### src/rtl/cpu_defs_pkg.sv
// Constants shared by the single-cycle and multi-cycle control units:
// opcodes, FSM state encodings, ALUOp codes and the decoded-instruction record.
package cpu_defs;

    localparam logic [5:0] OP_RTYPE = 6'b000000;
    localparam logic [5:0] OP_J     = 6'b000010;
    localparam logic [5:0] OP_BEQ   = 6'b000100;
    localparam logic [5:0] OP_BNE   = 6'b000101;
    localparam logic [5:0] OP_BLTZ  = 6'b000110;
    localparam logic [5:0] OP_ADDIU = 6'b001001;
    localparam logic [5:0] OP_SLTI  = 6'b001010;
    localparam logic [5:0] OP_ANDI  = 6'b001100;
    localparam logic [5:0] OP_ORI   = 6'b001101;
    localparam logic [5:0] OP_LW    = 6'b100011;
    localparam logic [5:0] OP_SW    = 6'b101011;
    localparam logic [5:0] OP_HALT  = 6'b111111;

    localparam logic [1:0] PCSRC_SEQ = 2'b00;
    localparam logic [1:0] PCSRC_BR  = 2'b01;
    localparam logic [1:0] PCSRC_JMP = 2'b10;

    typedef enum logic [2:0] {
        ST_IF     = 3'b000,
        ST_ID     = 3'b001,
        ST_EXE_LS = 3'b010,
        ST_MEM    = 3'b011,
        ST_WB_LD  = 3'b100,
        ST_EXE_BR = 3'b101,
        ST_EXE_AL = 3'b110,
        ST_WB_AL  = 3'b111
    } state_e;

    // ALU_FUNCT hands the operation choice to the funct field of an R-type word.
    typedef enum logic [3:0] {
        ALU_ADD   = 4'b0000,
        ALU_SUB   = 4'b0001,
        ALU_AND   = 4'b0010,
        ALU_OR    = 4'b0011,
        ALU_SLT   = 4'b0100,
        ALU_FUNCT = 4'b1000
    } alu_op_e;

    typedef enum logic [2:0] {
        CLS_AL   = 3'd0,
        CLS_LS   = 3'd1,
        CLS_BR   = 3'd2,
        CLS_J    = 3'd3,
        CLS_HALT = 3'd4
    } ins_class_e;

    typedef struct packed {
        ins_class_e cls;
        alu_op_e    alu_op;
        logic       ext_src;
        logic       reg_dst;
        logic       is_lw;
        logic       br_on_zero;
    } decode_t;

endpackage

### src/rtl/multi_cycle_control_if.sv
// Opcode/flag inputs and control outputs between the controller and the datapath.
interface multi_cycle_control_if #(
    parameter int ICNT_W = 16
);
    logic [5:0]        op;
    logic              zero;
    logic              PCWrite;
    logic [1:0]        PCSrc;
    logic              IRWrite;
    logic              InsMemRW;
    logic              ExtSrc;
    logic [3:0]        ALUOp;
    logic              MemRead;
    logic              MemWrite;
    logic              MemtoReg;
    logic              RegWrite;
    logic              RegDst;
    logic [2:0]        state;
    logic              halted;
    logic [ICNT_W-1:0] instr_count;

    modport master (
        input  op, zero,
        output PCWrite, PCSrc, IRWrite, InsMemRW, ExtSrc, ALUOp,
               MemRead, MemWrite, MemtoReg, RegWrite, RegDst,
               state, halted, instr_count
    );

    modport slave (
        output op, zero,
        input  PCWrite, PCSrc, IRWrite, InsMemRW, ExtSrc, ALUOp,
               MemRead, MemWrite, MemtoReg, RegWrite, RegDst,
               state, halted, instr_count
    );
endinterface

### src/rtl/multi_cycle_control_op_decode.sv
// Combinational opcode decode: instruction class plus ALUOp/ExtSrc/RegDst,
// using the same mapping as the single-cycle control unit.
module op_decode
    import cpu_defs::*;
#(
    parameter logic [5:0] HALT_OP = OP_HALT
) (
    input  logic [5:0] op_i,
    output decode_t    dec_o
);

    // NOTE: every field gets a default before the case so no path leaves a
    // field unassigned, which would infer a latch.
    always_comb begin
        dec_o = '{cls: CLS_HALT, alu_op: ALU_ADD, ext_src: 1'b1,
                  reg_dst: 1'b0, is_lw: 1'b0, br_on_zero: 1'b1};
        if (op_i != HALT_OP) begin
            case (op_i)
                OP_RTYPE: begin
                    dec_o.cls     = CLS_AL;
                    dec_o.alu_op  = ALU_FUNCT;
                    dec_o.reg_dst = 1'b1;
                end
                OP_ADDIU: dec_o.cls = CLS_AL;
                OP_ANDI: begin
                    dec_o.cls     = CLS_AL;
                    dec_o.alu_op  = ALU_AND;
                    dec_o.ext_src = 1'b0;
                end
                OP_ORI: begin
                    dec_o.cls     = CLS_AL;
                    dec_o.alu_op  = ALU_OR;
                    dec_o.ext_src = 1'b0;
                end
                OP_SLTI: begin
                    dec_o.cls    = CLS_AL;
                    dec_o.alu_op = ALU_SLT;
                end
                OP_LW: begin
                    dec_o.cls   = CLS_LS;
                    dec_o.is_lw = 1'b1;
                end
                OP_SW: dec_o.cls = CLS_LS;
                OP_BEQ: begin
                    dec_o.cls    = CLS_BR;
                    dec_o.alu_op = ALU_SUB;
                end
                OP_BNE: begin
                    dec_o.cls        = CLS_BR;
                    dec_o.alu_op     = ALU_SUB;
                    dec_o.br_on_zero = 1'b0;
                end
                OP_BLTZ: begin
                    dec_o.cls    = CLS_BR;
                    dec_o.alu_op = ALU_SLT;
                end
                OP_J: dec_o.cls = CLS_J;
                default: ;
            endcase
        end
    end

endmodule

### src/rtl/multi_cycle_control.sv
// Multi-cycle CPU control FSM: sequences IF/ID/EXE/MEM/WB per instruction class,
// with a sticky HALT flag and a retired-instruction counter.
module multi_cycle_control
    import cpu_defs::*;
#(
    parameter int         ICNT_W  = 16,
    parameter logic [5:0] HALT_OP = 6'b111111
) (
    input logic                   CLK,
    input logic                   Reset,
    multi_cycle_control_if.master bus
);

    state_e            state_q, state_d;
    logic              halt_q, halt_d;
    logic [ICNT_W-1:0] count_q, count_d;
    decode_t           dec;

    logic       pc_write, ir_write, ins_mem_rw, ext_src;
    logic       mem_read, mem_write, mem_to_reg, reg_write, reg_dst;
    logic [1:0] pc_src;
    alu_op_e    alu_op;
    logic       br_taken;

    op_decode #(.HALT_OP(HALT_OP)) u_op_decode (
        .op_i  (bus.op),
        .dec_o (dec)
    );

    // NOTE: sequential state uses non-blocking assignments so every register
    // samples the pre-edge values of the others.
    always_ff @(posedge CLK) begin
        if (Reset) begin
            state_q <= ST_IF;
            halt_q  <= 1'b0;
            count_q <= '0;
        end else begin
            state_q <= state_d;
            halt_q  <= halt_d;
            count_q <= count_d;
        end
    end

    always_comb begin
        state_d = state_q;
        halt_d  = halt_q;
        if (!halt_q) begin
            case (state_q)
                ST_IF: state_d = ST_ID;
                ST_ID: begin
                    case (dec.cls)
                        CLS_J:   state_d = ST_IF;
                        CLS_BR:  state_d = ST_EXE_BR;
                        CLS_LS:  state_d = ST_EXE_LS;
                        CLS_AL:  state_d = ST_EXE_AL;
                        default: halt_d  = 1'b1;
                    endcase
                end
                ST_EXE_LS: state_d = ST_MEM;
                ST_MEM:    state_d = dec.is_lw ? ST_WB_LD : ST_IF;
                ST_EXE_AL: state_d = ST_WB_AL;
                ST_WB_LD,
                ST_EXE_BR,
                ST_WB_AL:  state_d = ST_IF;
                default:   state_d = ST_IF;
            endcase
        end
    end

    // beq/bltz take the branch on zero=1, bne on zero=0.
    assign br_taken = dec.br_on_zero ? bus.zero : ~bus.zero;

    always_comb begin
        pc_write   = 1'b0;
        pc_src     = PCSRC_SEQ;
        ir_write   = 1'b0;
        ins_mem_rw = 1'b0;
        ext_src    = 1'b1;
        alu_op     = ALU_ADD;
        mem_read   = 1'b0;
        mem_write  = 1'b0;
        mem_to_reg = 1'b0;
        reg_write  = 1'b0;
        reg_dst    = 1'b0;
        if (!halt_q) begin
            case (state_q)
                ST_IF: begin
                    ir_write   = 1'b1;
                    ins_mem_rw = 1'b1;
                end
                ST_ID: begin
                    if (dec.cls == CLS_J) begin
                        pc_write = 1'b1;
                        pc_src   = PCSRC_JMP;
                    end
                end
                ST_EXE_AL: begin
                    alu_op  = dec.alu_op;
                    ext_src = dec.ext_src;
                end
                ST_WB_AL: begin
                    reg_write = 1'b1;
                    reg_dst   = dec.reg_dst;
                    pc_write  = 1'b1;
                end
                ST_EXE_BR: begin
                    alu_op   = dec.alu_op;
                    ext_src  = dec.ext_src;
                    pc_write = 1'b1;
                    pc_src   = br_taken ? PCSRC_BR : PCSRC_SEQ;
                end
                ST_MEM: begin
                    if (dec.is_lw) begin
                        mem_read = 1'b1;
                    end else begin
                        mem_write = 1'b1;
                        pc_write  = 1'b1;
                    end
                end
                ST_WB_LD: begin
                    mem_read   = 1'b1;
                    mem_to_reg = 1'b1;
                    reg_write  = 1'b1;
                    pc_write   = 1'b1;
                end
                default: ;
            endcase
        end
    end

    // Reset has priority in the register, so the unmasked strobe is safe here.
    assign count_d = pc_write ? count_q + ICNT_W'(1) : count_q;

    assign bus.PCWrite     = pc_write  & ~Reset;
    assign bus.IRWrite     = ir_write  & ~Reset;
    assign bus.RegWrite    = reg_write & ~Reset;
    assign bus.MemWrite    = mem_write & ~Reset;
    assign bus.MemRead     = mem_read  & ~Reset;
    assign bus.PCSrc       = pc_src;
    assign bus.InsMemRW    = ins_mem_rw;
    assign bus.ExtSrc      = ext_src;
    assign bus.ALUOp       = alu_op;
    assign bus.MemtoReg    = mem_to_reg;
    assign bus.RegDst      = reg_dst;
    assign bus.state       = state_q;
    assign bus.halted      = halt_q;
    assign bus.instr_count = count_q;

endmodule

### src/flat_wrapper.sv
// flat-port wrapper written by rule: the top's interface ports become plain ports
module multi_cycle_control_flat import cpu_defs::*;
#(
    parameter int         ICNT_W  = 16,
    parameter logic [5:0] HALT_OP = 6'b111111
)
  (CLK, Reset, bus_op, bus_zero, bus_PCWrite, bus_PCSrc, bus_IRWrite, bus_InsMemRW, bus_ExtSrc, bus_ALUOp, bus_MemRead, bus_MemWrite, bus_MemtoReg, bus_RegWrite, bus_RegDst, bus_state, bus_halted, bus_instr_count);
  multi_cycle_control_if #(.ICNT_W(ICNT_W)) bus_i ();
  input logic CLK;
  input logic Reset;
  input wire logic [$bits(bus_i.op)-1:0] bus_op;
  input wire logic [$bits(bus_i.zero)-1:0] bus_zero;
  output wire logic [$bits(bus_i.PCWrite)-1:0] bus_PCWrite;
  output wire logic [$bits(bus_i.PCSrc)-1:0] bus_PCSrc;
  output wire logic [$bits(bus_i.IRWrite)-1:0] bus_IRWrite;
  output wire logic [$bits(bus_i.InsMemRW)-1:0] bus_InsMemRW;
  output wire logic [$bits(bus_i.ExtSrc)-1:0] bus_ExtSrc;
  output wire logic [$bits(bus_i.ALUOp)-1:0] bus_ALUOp;
  output wire logic [$bits(bus_i.MemRead)-1:0] bus_MemRead;
  output wire logic [$bits(bus_i.MemWrite)-1:0] bus_MemWrite;
  output wire logic [$bits(bus_i.MemtoReg)-1:0] bus_MemtoReg;
  output wire logic [$bits(bus_i.RegWrite)-1:0] bus_RegWrite;
  output wire logic [$bits(bus_i.RegDst)-1:0] bus_RegDst;
  output wire logic [$bits(bus_i.state)-1:0] bus_state;
  output wire logic [$bits(bus_i.halted)-1:0] bus_halted;
  output wire logic [$bits(bus_i.instr_count)-1:0] bus_instr_count;
  assign bus_i.op = bus_op;
  assign bus_i.zero = bus_zero;
  assign bus_PCWrite = bus_i.PCWrite;
  assign bus_PCSrc = bus_i.PCSrc;
  assign bus_IRWrite = bus_i.IRWrite;
  assign bus_InsMemRW = bus_i.InsMemRW;
  assign bus_ExtSrc = bus_i.ExtSrc;
  assign bus_ALUOp = bus_i.ALUOp;
  assign bus_MemRead = bus_i.MemRead;
  assign bus_MemWrite = bus_i.MemWrite;
  assign bus_MemtoReg = bus_i.MemtoReg;
  assign bus_RegWrite = bus_i.RegWrite;
  assign bus_RegDst = bus_i.RegDst;
  assign bus_state = bus_i.state;
  assign bus_halted = bus_i.halted;
  assign bus_instr_count = bus_i.instr_count;
  multi_cycle_control #(.ICNT_W(ICNT_W), .HALT_OP(HALT_OP)) u_core (.CLK(CLK), .Reset(Reset), .bus(bus_i));
endmodule
### config.mk
export PLATFORM = sky130hd
export DESIGN_NAME = multi_cycle_control_flat
export DESIGN_NICKNAME = d
export VERILOG_FILES = /design/src/rtl/cpu_defs_pkg.sv /design/src/rtl/multi_cycle_control_if.sv /design/src/rtl/multi_cycle_control_op_decode.sv /design/src/rtl/multi_cycle_control.sv /design/src/flat_wrapper.sv
export SDC_FILE = /design/constraint.sdc
export NUM_CORES = 1
export LEC_CHECK = 0
export CAP_MARGIN = 10
export CORE_MARGIN = 4
export CORE_UTILIZATION = 50
export CTS_BUF_LIST = sky130_fd_sc_hd__clkbuf_8 sky130_fd_sc_hd__clkbuf_16
export DETAILED_ROUTE_END_ITERATION = 7
export HOLD_SLACK_MARGIN = 0.1
export PLACE_DENSITY_LB_ADDON = 0.25
export REMOVE_ABC_BUFFERS = 1
export SYNTH_ARGS = -nofsm -noshare
export SYNTH_HDL_FRONTEND = slang
export SYNTH_HIERARCHICAL = 1
export SYNTH_SLANG_ARGS = --single-unit
### constraint.sdc
create_clock -name CLK -period 6.1 [get_ports CLK]
set_input_delay 0.61 -clock CLK [delete_from_list [all_inputs] [get_ports CLK]]
set_output_delay 0.61 -clock CLK [all_outputs]
set_load 0.005 [all_outputs]
* After elaboration in Yosys (flattened, before gate mapping)
Index checks and enable logic that the tools add are counted.
** Word-level totals
- Register bits :: 20
- Bits in latches :: 0
- Bits in writable memories :: 0
- ROM bits :: 0
- Input bits :: 9
- Output and inout port bits :: 35
- Logic and storage cells :: 87
- Memories :: 0
** Operators by class
- $add $sub $neg :: 1
- Multiply operators :: 0
- Divide/modulo/power cells :: 0
- Order comparisons :: 0
- Equality and inequality tests :: 22
- Shift operators :: 0
- Muxes and demuxes :: 39
- Bitwise operators :: 8
- Reductions and logical operators :: 14
** Operators by type and width (count)
- 2-to-1 mux 1 bit :: 26
- equality test 6 x 4 -> 1 bit (second input constant) :: 4
- case mux 3 bit (4 select lines) :: 2
- case mux 4 bit (5 select lines) :: 1
- equality test 6 x 3 -> 1 bit (second input constant) :: 3
- case mux 3 bit (6 select lines) :: 1
- adder 16 x 1 -> 16 bit (second input constant) :: 1
- equality test 3 x 2 -> 1 bit (second input constant) :: 4
- equality test 3 bit (second input constant) :: 4
- equality test 6 bit (second input constant) :: 2
- OR reduction 2 bit :: 6
- 2-to-1 mux 11 bit :: 1
- 2-to-1 mux 4 bit :: 2
- equality test 3 x 1 -> 1 bit (second input constant) :: 2
- equality test 6 x 2 -> 1 bit (second input constant) :: 1
- zero test 3 bit :: 2
- zero test 6 bit :: 1
- inequality test 6 bit (second input constant) :: 1
- OR reduction 3 bit :: 2
- bitwise AND 1 bit :: 5
- inequality test 5 x 4 -> 1 bit (second input constant) :: 1
- OR reduction 5 bit :: 1
- 2-to-1 mux 2 bit :: 2
- case mux 2 bit (2 select lines) :: 1
- 6 further kinds :: 8

* Longest topological paths before layout
- Depth after elaboration :: 9
- Gate-level depth with buffers :: 10
- Gate-level depth less buffers :: 8

* Cells and area by module
The synthesis kept the hierarchy.
** By module, submodules not included
- multi_cycle_control :: instances 1, cells an instance 145, area an instance 1266.2 µm², sequential area each 400.4 µm²
- op_decode :: instances 1, cells an instance 26, area an instance 181.4 µm², sequential area each 0.0 µm²

* Worst setup path after synthesis
OpenSTA, ideal clock, no wires.
- Path type :: input -> output
- Start point :: in bus_op[5]
- End point :: out bus_PCWrite
- Arrival :: 2.675 ns
- Data required time :: 5.490 ns
- Path slack :: 2.815 ns
- Stages :: 5
- Path buffers :: 1
- Cells stage by stage :: or2_1 -> a2111oi_0 -> nand4_4 -> buf_2 -> a211oi_1
** RTL lines
- from (decl) :: line flat_wrapper.sv:11 : input wire logic [$bits(bus_i.op)-1:0] bus_op;
- to (decl) :: line flat_wrapper.sv:13 : output wire logic [$bits(bus_i.PCWrite)-1:0] bus_PCWrite;

==> results.cfg <==
[place]
dp_hpwl_um = 2630
globalplace.congestion = 0.898
place_area_sq_um = 1870
portBuffers = 43
dpl_worst_slack_ps = 2060

[global_routing]
use_met3 = 0.0455
grt_first_pass_wirelength_um = 5860
grt_pass1_vias = 1268
overflow = 0
grt_use_met2 = 0.318
grt_use_total = 0.200
grt.busiest_layer = met2
grt_use_met1 = 0.282
grt_max_degree = 26
antenna_found_initial = 0

[floorplan]
io_pins = 44
core_region_area_sq_um = 2760
rows = 19
dieArea_sq_um = 3820
dieWidth_um = 61.8
start_util = 0.525
fp.dieH_um = 61.8

[sta]
rsz0062_at_grt = false
setup-tns-final_ps = 0
fin_skew_ps = 4.55
tightest_slew_ps = 914
fmax_mhz = 244
finalCritPeriodShare = 0.673
finalHoldViolations = 0
relSlewSlack = 0.390
setup_slack_ps = 2000
setup_viol = 0
fin_crit_ps = 4100
drv_slew = 0

[yosys]
syn_inst = 171
ys_warn_count = 6
ys_top_cells_by_area = dfxtp_1 (28%), xnor2_1 (11%), a211oi_2 (6.9%)
yosys-mux-area-fraction = 0.00691
synth_xor_area_frac = 0.115
syn-cell-area_sq_um = 1450
synth.distinct_cells = 44
yosysTopAreaCellShare = 0.277
ys_ff_latch = 20
ys.flop_type = dfxtp_1
synthAdderAreaFrac = 0.00864
synth_enable_flop_cells = 0
async_reset_ff_frac = 0
seq_area_frac_synth = 0.277
synthSimpleGateAreaFrac = 0.326
synth_top_area_cell = dfxtp_1
synth_top_family_by_area = simple AND/OR/NAND/NOR gates
synth_compound_area_frac = 0.207
synth.avg_cell_area_sq_um = 8.47

[routing]
viasPerCell = 5.73
drtIter0Drc = 73
drc = 0
avgRoutedWirePerCell_um = 14.8
vias = 1369
routed_wl_um = 3540
ant_nets = 0
drt-pass1-iter-count = 4

[layout]
nFillCells = 225
drive_gt1_frac = 0.139
seq_area_sq_um = 400
fin_area_sq_um = 1920
fin_util = 0.697
syn_to_final_growth_pct = 32.8
fin_nets = 219
multi_input_area_sq_um = 961
n_antenna_cell = 0

[clock_tree]
cts-htree-levels = 1
hold_buffers = 0
clockRootBuffer = clkbuf_8
cts_resized = 0
postCtsSetupRepairBufs = 0
clk_pin_slew_ps = 80
cts_buffers = 3
clkSinkCount = 20
cts_tree = yes
clock_path_buffers = 2
clk_latency_ps = 260

[job]
cap_violations = 0

[critical_path]
end_kind = output pin
worstPathArrival_ps = 3490
crit_fanout = 16
crit_path_start_kind = input port
path_class = in -> out
required_ps = 5490

[power]
power_uw = 305
p_leak_nw = 0.589
p_per_area_nw_per_um2 = 159
ir_drop_v = 0.000190

[hold_path]
hold_class = reg -> reg

[status]
status = completed
-- path summary, 6_finish.rpt --
kind                                   start                          to  slack, ps  cells past startpoint
hold reg to reg   u_core/bus.instr_count[15]  u_core/bus.instr_count[15]        530                      2
hold / removal    u_core/bus.instr_count[15]  u_core/bus.instr_count[15]        530                      2
setup reg to reg         u_core/bus.state[1]   u_core/bus.instr_count[1]       4080                      5
setup / recovery                   bus_op[3]                 bus_PCWrite       2000                      8
-- layer usage --
layer / vias up / wire, um
met2: 40 / 1690
met4: 0 / 10
li1: 683 / -
met5: - / 0
met1: 644 / 1670
met3: 2 / 166
-- registers in the layout, summed over array words and instances (netlist names) --
register / count
u_core/bus.halted: 1
u_core/bus.state: 3
u_core/bus.instr_count: 16
-- worst max-delay path, stage by stage --
cell,delay (ps)
clkdlybuf4s50_1,550
or4_4,590
a21boi_1,140
o31a_1,150
nor2_2,230
nand4_4,340
a211oi_1,330
clkdlybuf4s50_1,540
-- per-stage QoR --
step	cells	hold slack [ps]
after detailed placement	235	514
after global placement	235	500
final	239	529
after global routing	239	570
after CTS	239	533
after floorplan	159	508
-- synthesized netlist by cell type (3+ instances only) --
cell       instances
nor2b_1            4
a21oi_1            7
a2111oi_2          5
buf_2              3
nor2_1            26
nand2b_1           4
nand3_1            8
nand2_1            5
a211oi_2           8
and2_1             5
inv_1              6
clkbuf_1           6
dfxtp_1           20
nor3_1             6
xnor2_1           18
-- power by group --
| group | total, mW | switching (mW) | leakage [nW] | internal (mW) |
|---|---|---|---|---|
| clock | 0.102 | 0.0444 | 0.0288 | 0.0574 |
| sequential | 0.144 | 0.0109 | 0.162 | 0.134 |
| combinational | 0.0588 | 0.0280 | 0.398 | 0.0309 |
-- cells by family (layout without fill, tap and decap cells) --
logic type | count (synthesis) | count (layout)
fa+ha+maj | 1 | 1
mux | 1 | 1
buf+inv | 18 | 55
compound gates | 32 | 32
xor+xnor | 19 | 19
simple gates | 80 | 80
flops | 20 | 20
-- area by class of cell --
type	instances	share of cell area
repair buffers	45	0.232
well taps	31	0.0202
multi-input cells	133	0.500
flip-flops and latches	20	0.208
inverters	6	0.0117
clock buffers	4	0.0286
-- placed cells by master, fill, tap and decap left out, types with 2 or more instances in the layout --
master	instances
nand2_1	5
nor4b_1	2
a21oi_1	7
a211oi_2	8
a211oi_1	2
clkdlybuf4s50_1	43
a2111oi_2	5
nor4_1	2
nor2_1	26
nor3b_2	2
inv_1	6
buf_4	2
or3_1	2
nand4_4	2
clkbuf_8	4
nand2b_1	4
and2_1	5
a31oi_1	2
nor2b_1	4
and3_1	2
dfxtp_1	20
nand4_1	2
nor3_1	6
nand3_1	8
xnor2_1	18
a21boi_1	2
Power figures use the tool's default switching activity.
